File: src/rtl/alu_seq.sv
// alu_seq: multi-cycle ALU with valid/ready handshakes on both sides.
// Logic, add/sub, compare and shift ops finish in one cycle. Unsigned
// multiply/divide iterate one bit per cycle.
// Build option: define ALU_SEQ_MULDIV_EN to implement opcodes 1100-1111
// (MUL, MULHU, DIVU, REMU). Without it they complete as illegal opcodes and
// the iterative datapath and BUSY state are not built.
module alu_seq #(
    parameter int WIDTH = 32
) (
    input  logic             clk,
    input  logic             reset,
    input  logic             in_valid,
    output logic             in_ready,
    input  logic [WIDTH-1:0] SrcA,
    input  logic [WIDTH-1:0] SrcB,
    input  logic [3:0]       Operation,
    output logic             out_valid,
    input  logic             out_ready,
    output logic [WIDTH-1:0] ALUResult,
    output logic             negative,
    output logic             zero,
    output logic             illegal
);

    localparam int SH_W  = $clog2(WIDTH);
    localparam int CNT_W = $clog2(WIDTH) + 1;

    typedef enum logic [1:0] {
        ST_IDLE = 2'd0,
`ifdef ALU_SEQ_MULDIV_EN
        ST_BUSY = 2'd1,
`endif
        ST_DONE = 2'd2
    } state_t;

    state_t state;

    // ------------------------------------------------------------------
    // Single-cycle datapath, evaluated straight from the input buses; its
    // result is captured into the output registers on the accepting edge.
    // ------------------------------------------------------------------
    logic [SH_W-1:0]  shamt;
    logic [WIDTH-1:0] sc_res;
    logic             sc_ill;

    assign shamt = SrcB[SH_W-1:0];

    // Decode and compute the one-cycle ops; anything not listed is illegal.
    always_comb begin
        sc_res = '0;
        sc_ill = 1'b0;
        case (Operation)
            4'b0000: sc_res = SrcA & SrcB;
            4'b0001: sc_res = SrcA | SrcB;
            4'b0011: sc_res = SrcA ^ SrcB;
            4'b0010: sc_res = SrcA + SrcB;
            4'b0110: sc_res = SrcA - SrcB;
            4'b0111: sc_res = {{(WIDTH-1){1'b0}}, (SrcA < SrcB)};
            4'b1000: sc_res = SrcA << shamt;
            4'b1001: sc_res = SrcA >> shamt;
            4'b1010: sc_res = $signed(SrcA) >>> shamt;
            default: sc_ill = 1'b1;
        endcase
    end

`ifdef ALU_SEQ_MULDIV_EN
    // ------------------------------------------------------------------
    // Iterative multiply/divide. One 2*WIDTH accumulator serves both:
    //   multiply: {partial product, remaining multiplier bits}, shifts right
    //   divide:   {partial remainder, dividend/quotient bits}, shifts left
    // opnd holds the multiplicand (mul) or the divisor (div).
    // md_op[1] selects divide, md_op[0] selects the upper half as result;
    // after the last step, hi/lo are MULHU/MUL or REMU/DIVU respectively.
    // ------------------------------------------------------------------
    logic [1:0]         md_op;
    logic [WIDTH-1:0]   opnd;
    logic [2*WIDTH-1:0] acc;
    logic [2*WIDTH-1:0] acc_nxt;
    logic [CNT_W-1:0]   cnt;
    logic [WIDTH:0]     mul_sum;
    logic [WIDTH:0]     div_sh;
    logic [WIDTH:0]     div_diff;
    logic               div_ge;
    logic [WIDTH-1:0]   md_res;
    logic               is_md;

    assign is_md = (Operation[3:2] == 2'b11);

    // One shift-add or restoring shift-subtract step per cycle. A zero
    // divisor always "fits", which naturally yields all-ones quotient and
    // the dividend as remainder.
    always_comb begin
        mul_sum  = {1'b0, acc[2*WIDTH-1:WIDTH]} + (acc[0] ? {1'b0, opnd} : '0);
        div_sh   = {acc[2*WIDTH-1:WIDTH], acc[WIDTH-1]};
        div_diff = div_sh - {1'b0, opnd};
        div_ge   = (div_sh >= {1'b0, opnd});
        if (!md_op[1])
            acc_nxt = {mul_sum, acc[WIDTH-1:1]};
        else if (div_ge)
            acc_nxt = {div_diff[WIDTH-1:0], acc[WIDTH-2:0], 1'b1};
        else
            acc_nxt = {div_sh[WIDTH-1:0], acc[WIDTH-2:0], 1'b0};
        md_res = md_op[0] ? acc_nxt[2*WIDTH-1:WIDTH] : acc_nxt[WIDTH-1:0];
    end
`endif

    // Control FSM with all handshake and result outputs registered.
    always_ff @(posedge clk or posedge reset) begin
        if (reset) begin
            state     <= ST_IDLE;
            in_ready  <= 1'b1;
            out_valid <= 1'b0;
            ALUResult <= '0;
            negative  <= 1'b0;
            zero      <= 1'b0;
            illegal   <= 1'b0;
`ifdef ALU_SEQ_MULDIV_EN
            md_op     <= '0;
            opnd      <= '0;
            acc       <= '0;
            cnt       <= '0;
`endif
        end else begin
            case (state)
                ST_IDLE: begin
                    if (in_valid) begin
                        in_ready <= 1'b0;
`ifdef ALU_SEQ_MULDIV_EN
                        if (is_md) begin
                            state <= ST_BUSY;
                            md_op <= Operation[1:0];
                            cnt   <= CNT_W'(WIDTH);
                            opnd  <= Operation[1] ? SrcB : SrcA;
                            acc   <= {{WIDTH{1'b0}}, (Operation[1] ? SrcA : SrcB)};
                        end else
`endif
                        begin
                            state     <= ST_DONE;
                            out_valid <= 1'b1;
                            ALUResult <= sc_res;
                            negative  <= sc_res[WIDTH-1];
                            zero      <= (sc_res == '0);
                            illegal   <= sc_ill;
                        end
                    end
                end
`ifdef ALU_SEQ_MULDIV_EN
                ST_BUSY: begin
                    acc <= acc_nxt;
                    cnt <= cnt - 1'b1;
                    if (cnt == CNT_W'(1)) begin
                        state     <= ST_DONE;
                        out_valid <= 1'b1;
                        ALUResult <= md_res;
                        negative  <= md_res[WIDTH-1];
                        zero      <= (md_res == '0);
                        illegal   <= 1'b0;
                    end
                end
`endif
                ST_DONE: begin
                    if (out_ready) begin
                        state     <= ST_IDLE;
                        in_ready  <= 1'b1;
                        out_valid <= 1'b0;
                        ALUResult <= '0;
                        negative  <= 1'b0;
                        zero      <= 1'b0;
                        illegal   <= 1'b0;
                    end
                end
                default: state <= ST_IDLE;
            endcase
        end
    end

endmodule

File: config.mk
export PLATFORM = sky130hd
export DESIGN_NAME = alu_seq
export DESIGN_NICKNAME = d
export VERILOG_FILES = /design/src/rtl/alu_seq.sv
export SDC_FILE = /design/constraint.sdc
export NUM_CORES = 1
export LEC_CHECK = 0
export ABC_AREA = 1
export CELL_PAD_IN_SITES_DETAIL_PLACEMENT = 0
export CELL_PAD_IN_SITES_GLOBAL_PLACEMENT = 1
export CORE_ASPECT_RATIO = 1.25
export CORE_MARGIN = 2
export CORE_UTILIZATION = 37
export DETAILED_ROUTE_END_ITERATION = 16
export PLACE_DENSITY_LB_ADDON = 0.15
export SYNTH_ARGS = -nofsm -noshare
export SYNTH_HDL_FRONTEND = slang
export SYNTH_SLANG_ARGS = --single-unit
File: constraint.sdc
create_clock -name clk -period 1.5 [get_ports clk]
set_clock_uncertainty 0.1 [all_clocks]
set_input_delay 0.225 -clock clk [delete_from_list [all_inputs] [get_ports clk]]
set_output_delay 0.225 -clock clk [all_outputs]
set_load 0.05 [all_outputs]
==> Word level (Yosys, flattened, before mapping) <==
Index checks and enable logic that the tools add are counted.
{ "totals": {"ff_bits": 39, "in_bits": 72, "out_inout_bits": 37, "elab_cells": 54} }
{ "classes": {"n_addsub": 2, "order_cmp": 1, "n_eq_ne": 11, "shift": 3, "n_mux": 20, "bitwise": 3, "n_reduce_logical": 7} }
{ "op_table": {"columns": ["cell", "count"], "rows": [
  ["32-bit case mux with 9 select lines", 1],
  ["32-bit 2-to-1 mux", 2],
  ["32-bit case mux with 2 select lines", 1],
  ["32-bit adder", 1],
  ["32-bit AND", 1],
  ["32-bit logical NOT", 1],
  ["32-bit < comparator", 1],
  ["32-bit bitwise OR", 1],
  ["32-bit by 5-bit left shift with 32-bit output", 1],
  ["32-bit by 5-bit right shift with 32-bit output", 1],
  ["32-bit by 5-bit >>> shifter with 32-bit output", 1],
  ["32-bit subtractor", 1],
  ["32-bit XOR", 1],
  ["4-bit equality test (second input constant)", 3],
  ["1-bit case mux with 2 select lines", 5],
  ["9-bit OR reduction", 1],
  ["4-bit by 2-bit equality test with 1-bit output (second input constant)", 2],
  ["4-bit by 3-bit equality test with 1-bit output (second input constant)", 2],
  ["1-bit 2-to-1 mux", 8],
  ["4-bit by 1-bit equality test with 1-bit output (second input constant)", 1],
  ["4-bit logical NOT", 1],
  ["2-bit 2-to-1 mux", 2],
  ["2-bit != test (second input constant)", 2],
  ["2-bit case mux with 2 select lines", 1],
  ["other kinds (5)", 5]
]} }

==> Depth between registers and ports, before layout <==
{ "depth": {"word_depth": 5, "depth_mapped": 24} }

==> Worst setup path before layout <==
No wires, ideal clock.
{ "synth_path": {"path_kind": "input to register", "startpoint": "input SrcB[2]", "endpoint": "register zero", "setup_time_ns": 0.066, "arrival_ns": 2.441, "required_time_ns": 1.334, "slack_ns": -1.107, "stages": 23, "cell_sequence": "buf_4 -> inv_2 -> buf_2 -> buf_2 -> ha_1 -> buf_2 -> nor2_1 -> nand2_1 -> nand3_1 -> nand2_1 -> nand2_1 -> nand2_1 -> nand2_1 -> nand2_1 -> nand2_1 -> nand2_1 -> nor2_1 -> nand3_1 -> nor2_1 -> nand2_1 -> nor2_1 -> nand3_1 -> nand2_1"} }
{ "synth_between": {"elab_chain_len": 5} }
{ "synth_lines": {"columns": ["item", "line_no", "source"], "rows": [
  ["from (decl)", "15", "input logic [WIDTH-1:0] SrcB,"],
  ["32-bit subtractor (tied with other cells)", "57", "4'b0110: sc_res = SrcA - SrcB;"],
  ["32-bit case mux with 9 select lines *", "52", "case (Operation)"],
  ["32-bit logical NOT *", "142", "zero <= (sc_res == '0);"],
  ["1-bit 2-to-1 mux *", "126", "if (in_valid) begin"],
  ["1-bit case mux with 2 select lines *", "124", "case (state)"],
  ["to (signal assigned)", "142", null],
  ["to (decl)", "21", "output logic zero,"]
]} }
Mark *: on every way between the ends. The rest lies on a longest branch, timed or not. The select of a mux whose other input is x is not followed.
A chain may end at the register's enable or synchronous reset.

==> Final worst setup path <==
{ "layout_path": {"startpoint": "input SrcB[7]", "endpoint": "register zero"} }
{ "layout_between": {"elab_chain_len": 5} }
{ "layout_lines": {"columns": ["item", "line_no"], "rows": [
  ["32-bit subtractor (tied with other cells)", "57"],
  ["32-bit case mux with 9 select lines *", "52"],
  ["32-bit logical NOT *", "142"],
  ["1-bit 2-to-1 mux *", "126"],
  ["1-bit case mux with 2 select lines *", "124"]
]} }
Marks and branches as above.

==> results.sh <==
export IMPL_grt_remaining_overflow=0
export IMPL_min_path_type="in -> async"
export IMPL_core_um2=30990
export IMPL_start_util_pct=37.69
export IMPL_place_area_um2=17720
export IMPL_fin_ws_ns=-1.013
export IMPL_via_per_inst=5.856
export IMPL_finalSetupViolCount=33
export IMPL_antenna_found_initial=0
export IMPL_maxCapViolations=0
export IMPL_dp_cells=3221
export IMPL_ys_types=46
export IMPL_cts_sinks=36
export IMPL_drc=0
export IMPL_clkSlewWorstSetupHoldPaths_ns=0.06
export IMPL_grt_max_degree=58
export IMPL_synth_cells=2233
export IMPL_syn_area_per_cell_um2=5.230
export IMPL_worst_pin_slew_ns=0.3702
export IMPL_final_nets=3123
export IMPL_diodes=0
export IMPL_fill_cells=2297
export IMPL_wl_per_cell_um=23.46
export IMPL_die_w_um=162.9
export IMPL_power_leakage_nw=12.14
export IMPL_crit_required_ns=1.63
export IMPL_crit_path_start_kind="primary input"
export IMPL_worstSetupEndpointType="flop"
export IMPL_ys_async_sr_fraction_pct=100.0
export IMPL_drive_gt1_share_pct=60.48
export IMPL_period_minus_slack_ns=2.513
export IMPL_max_freq_ghz=0.3979
export IMPL_critPathMaxFanout=7
export IMPL_dpl_worst_slack_ns=-2.081
export IMPL_fin_util_pct=78.08
export IMPL_dieArea_um2=33010
export IMPL_yosysTopAreaCell="nand2_1"
export IMPL_die_h_um=202.6
export IMPL_clock_latency_ns=0.28
export IMPL_yosysWarningCount=0
export IMPL_finalHoldViolCount=0
export IMPL_critPathArrivalTime_ns=2.64
export IMPL_fin_crit_sh_pct=167.6
export IMPL_design_area_um2=24200
export IMPL_clock_root_buffer="clkbuf_16"
export IMPL_cts_htree_levels=2
export IMPL_detail_route_antenna_nets=0
export IMPL_peakVddDrop_v=0.0005400
export IMPL_boundaryPins=109
export IMPL_slew_viol_final=0
export IMPL_synth_seq_cells=36
export IMPL_track_usage_pct=43.64
export IMPL_wl_um=78620
export IMPL_grt_pass1_wl_um=108800
export IMPL_syn2layout_area_growth_pct=107.2
export IMPL_drt_iter0_markers=1959
export IMPL_status="finished with violations"
export IMPL_synth_top_area_share_pct=22.69
export IMPL_clockBufferDepth=2
export IMPL_cts_tree="done"
export IMPL_relSlewSlack_pct=75.32
export IMPL_violations="negative setup slack"
export IMPL_powerDensity_nw_per_um2=511.1
export IMPL_rows=72
export IMPL_io_buffers=108
export IMPL_yosys_top_cells_area="nand2_1, nand3_1, ha_1"
export IMPL_path_class="in -> reg"
export IMPL_numCtsBuffers=5
export IMPL_grt_pass1_vias=19008
export IMPL_vias=19628
export IMPL_instances_no_fill=3352
export IMPL_yosysSeqAreaShare_pct=7.724
export IMPL_rsz0062_at_grt="true"
export IMPL_netlist_area_um2=11680
export IMPL_dp_hpwl_um=56980
export IMPL_synth_edf_count=0
export IMPL_synthFlopType="dfrtp_1"
export IMPL_gp_congestion=1.045
export IMPL_syn_nets=2412
export IMPL_dr_pass1_iters=12
-- cell usage after synthesis, types with 23 or more instances --
cell type and instances:
ha_1 105, nand4_1 30, dfrtp_1 35, o21ai_0 40
a21oi_1 89, o22ai_1 23, nor2_1 181, inv_1 291
a22o_1 25, nand2_1 706, buf_2 50, nand3_1 483
nor3_1 23
-- per-stage QoR --
stage	hold WS, ns	power [W]	TNS, ns
after floorplan	0.2298	0.004465	-18.34
after global placement	0.4137	0.008109	-52.80
after detailed placement	0.4395	0.008159	-53.69
after CTS	0.1951	0.01121	-19.45
after global routing	0.2515	0.01284	-23.61
final	0.1846	0.01237	-21.57
-- critical path: stages --
cell,delay (ns)
buf_2,0.12
inv_2,0.08
ha_4,0.23
buf_12,0.16
nand2_4,0.10
inv_1,0.06
nand2_1,0.07
nand2_1,0.09
buf_4,0.15
inv_2,0.06
nand2_4,0.07
nand2_2,0.10
o21ai_4,0.08
a21oi_2,0.21
nand2_4,0.13
a21oi_4,0.18
nand2_2,0.11
nor2_2,0.11
nand2_1,0.05
nor2_1,0.11
nand3_2,0.09
nand2_1,0.06
-- cells in the final DEF (no fill, tap or decap), drive strengths merged --
cell / synthesis / routed
and2: 2 / 2
a21o: 2 / 2
nor2: 189 / 190
and3: 2 / 2
a211oi: 1 / 1
clkdlybuf4s50: 0 / 3
a21boi: 2 / 2
nand3b: 2 / 2
bufbuf: 0 / 2
o21ai: 46 / 46
clkinvlp: 0 / 2
clkdlybuf4s15: 0 / 9
o21bai: 12 / 12
nor3: 24 / 24
o22ai: 23 / 23
dfrtp: 35 / 35
nand2: 723 / 723
nand3: 494 / 494
clkbuf: 18 / 10
a21oi: 89 / 89
clkinv: 3 / 6
o21a: 1 / 1
nor4: 2 / 2
ha: 105 / 105
inv: 305 / 303
buf: 80 / 778
dfstp: 1 / 1
fa: 2 / 2
o211ai: 10 / 10
a22o: 25 / 25
or2: 3 / 3
o211a: 1 / 1
nand4: 30 / 30
dlygate4sd2: 0 / 4
o221ai: 1 / 1
-- flip-flops by register name, summed over array words and instances, names as in the netlist --
register,flops
zero,1
ALUResult,31
in_ready,1
illegal,1
out_valid,1
negative,1
-- logic make-up after synthesis --
logic type | synth area share (%)
buffers and inverters | 14.58
adder cells (fa/ha/maj) | 11.59
AND/OR/NAND/NOR | 55.25
flip-flops | 7.724
AO/OA/AOI/OAI | 10.85
-- final timing paths --
kind	start	to	slack (ns)	cells past startpoint
worst max-delay path	SrcB[7]	zero$_DFFE_PP0P_	-1.01	22
worst min-delay path	reset	ALUResult[21]$_DFFE_PP0P_	0.18	3
worst max register to register	out_valid$_DFFE_PP0P_	zero$_DFFE_PP0P_	0	7
worst min register to register	ALUResult[8]$_DFFE_PP0P_	ALUResult[8]$_DFFE_PP0P_	0.46	2
max in group asynchronous	reset	in_ready$_DFFE_PP1P_	0.85	3
min in group clk	out_ready	out_valid$_DFFE_PP0P_	0.44	2
-- area by class of cell --
cell class	count	area (µm²)	share of cell area [%]
clock inverters	2	10.01	0.04137
clock buffers	6	138.9	0.5740
well taps	407	509.2	2.105
inverters	308	1301	5.378
multi-input cells	1792	13670	56.50
repair inverters	1	5.005	0.02068
flip-flops and latches	36	903.4	3.734
repair buffers	800	7659	31.65
-- metal layers --
layer / up-vias / GRT usage, % / wire length, µm
li1: 8695 / - / -
met3: 442 / 7.314 / 6865
met4: 0 / 30.06 / 7597
met1: 9268 / 50.41 / 27970
met5: - / 0 / 0
met2: 1223 / 73.21 / 36190
-- repair_timing --
action	CTS	global route
gates cloned	7	2
hold buffers	0	0
pin swaps	292	276
endpoints found under the setup margin	33	34
buffers inserted	112	32
hold endpoints to repair	0	0
resized for setup	1290	423
-- report_power, final --
part           leakage [nW]  switching (W)  internal [W]
clock network        0.0766       0.000411      0.000655
logic                  11.6        0.00566       0.00439
registers             0.478       0.000149       0.00110
No activity file was read; power rests on OpenSTA's default activity.
==> RTL edit (same flow settings) <==
Change the parameter `WIDTH` from 32 to 16.
--- a/src/rtl/alu_seq.sv
+++ b/src/rtl/alu_seq.sv
@@ -6,5 +6,5 @@
 // the iterative datapath and BUSY state are not built.
 module alu_seq #(
-    parameter int WIDTH = 32
+    parameter int WIDTH = 16
 ) (
     input  logic             clk,
Interface: changed (resized ALUResult, SrcA and SrcB); port bits go from 109 to 61. No check against the original RTL was run, so the function may have changed too.
==> RTL edit against the unedited design <==
The flow still finishes with violations (negative setup slack). Wire length is 68% lower. Critical path type unchanged. Worst setup slack better by 440 ps. Critical endpoint unchanged. Clock power is 44% lower. Sequential cell count is 16 lower. Total power is 59% lower. Area after synthesis is 56% lower. Sequential power is 42% lower. Largest power group unchanged. Cell area is 60% lower. Count of clock-buffer cells in the layout is 2 lower. Highest routed layer unchanged. Via count is 61% lower.
==> RTL edit: results (changes against the unedited design) <==
- Fin nets: 1,343 (-57%)
- DR WL/cell: 17.5 um (-25%)
- Worst-margin pin slew: 504 ps (+134 ps)
- Post-Layout Inst Area: 9610 sq um (-60%)
- Leak pwr: 4.98 nW (-59%)
- Power Clock: 602 uW (-44%)
- Layout cells sized above 1: 51.0% (-9.4 points)
- Syn_nets: 1,045 (-57%)
- WHS: 50.4 ps (-134 ps)
- Non-Clock Inverter Count: 121 (-61%)
- Clock network area share: 0.924% (+0.31 points)
- Metal2 WL: 12.8 mm (-65%)
- DR iter-0 viols: 594 (-70%)
- Multi-input combinational area share: 54.9% (-1.6 points)
- Slack of the critical path: -569 ps (+444 ps)
- Pwr Density: 533 nW/um^2 (+4.3%)
- Area after DPL: 7880 sq um (-56%)
- Clock latency on the worst-skew pair: 250 ps (-30 ps)
- Data buffer area share: 31.6% (-0.090 points)
- FFs & Latches: 20 (-44%)
- Overall Global Routing Usage: 33.3% (-10 points)
- HPWL after DPL: 19.4 mm (-66%)
- Final setup violation count: 17 (-48%)
- Crit-path max cell delay: 360 ps (+130 ps)
- Failing checks: negative setup slack
- Number of clock-tree buffers in the layout: 4 (-2)
- CP max stage cell: fa_2
- Non-clk bufs: 327 (-59%)
- Synth cell count leaders: 330 x nand2_1, 175 x nand3_1, 113 x inv_1, 84 x nor2_1, 52 x ha_1
- DRT met1 WL: 9.58 mm (-66%)
- Ys async rst share: 100% (unchanged)
- Die X-Extent: 109 um (-33%)
- Post-CTS setup buffer count: 31 (-72%)
- Vias in the first global route: 7,361 (-61%)
- Place WS: -1420 ps (+660 ps)
- Vias post-DR: 7,569 (-61%)
- Max reg flops: 15 (-52%)
- Setup TNS: -7210 ps (+14,360 ps)
- FILL cells: 1,139 (-50%)
- M3 GR Usage: 2.65% (-4.7 points)
- Drt total wl: 24.8 mm (-68%)
- H-tree depth: 1 (-1)
- Crit path DAT: 2160 ps (-480 ps)
- Netlist cell types: 38 (-17%)
- VDD IR max: 0.901 mV (+67%)
- DRT Pass-1 Iters: 7 (-5)
- P_seq: 719 uW (-42%)
- Syn avg cell area: 5.35 sq um (+2.4%)
- First-pass GRT wire length: 37.7 mm (-65%)
- Status: finished with violations
- Metal3 WL: 1.25 mm (-82%)
- Met1 Resource Use GR: 39.0% (-11 points)
- Register share of the cell area: 5.23% (+1.5 points)
- Largest net degree at the start of global routing: 28 (-52%)
- Reg2Reg Depth: 13 (+6)
- Met2 Use GR: 60.8% (-12 points)
- Largest cells by area after synthesis: nand2_1 24%, nand3_1 17%, ha_1 13%, dfrtp_1 9.3%, inv_1 8.3%
- Resized Gates After CTS: 428 (-67%)
- R2R setup slack: -270 ps (-270 ps)
-- RTL edit: cell types whose count changed after synthesis, moves of 53 or more --
cell and delta:
nand2_1 -376, nand3_1 -308, inv_1 -178, nor2_1 -97
a21oi_1 -54, ha_1 -53
-- RTL edit: cell families (layout without fill, tap and decap cells) --
| logic type | count (synthesis) | in the layout | share of synthesized area [%] |
|---|---|---|---|
| and+or+nand+nor | 640 | 640 | 54.5 |
| adders and majority gates | 54 | 54 | 13.6 |
| AOI/OAI and AO/OA | 82 | 82 | 9.41 |
| buffers and inverters | 155 | 452 | 12.6 |
| DFF | 20 | 20 | 9.86 |
-- RTL edit: worst max path at each step --
stage	startpoint	to	cells past startpoint
2_1_floorplan	SrcB[2]	zero	19
3_3_place_gp	SrcA[7]	zero	19
3_5_place_dp	SrcA[0]	zero	20
4_1_cts	SrcB[0]	zero	17
5_1_grt	SrcB[0]	zero	19
6_report	SrcB[0]	zero	19
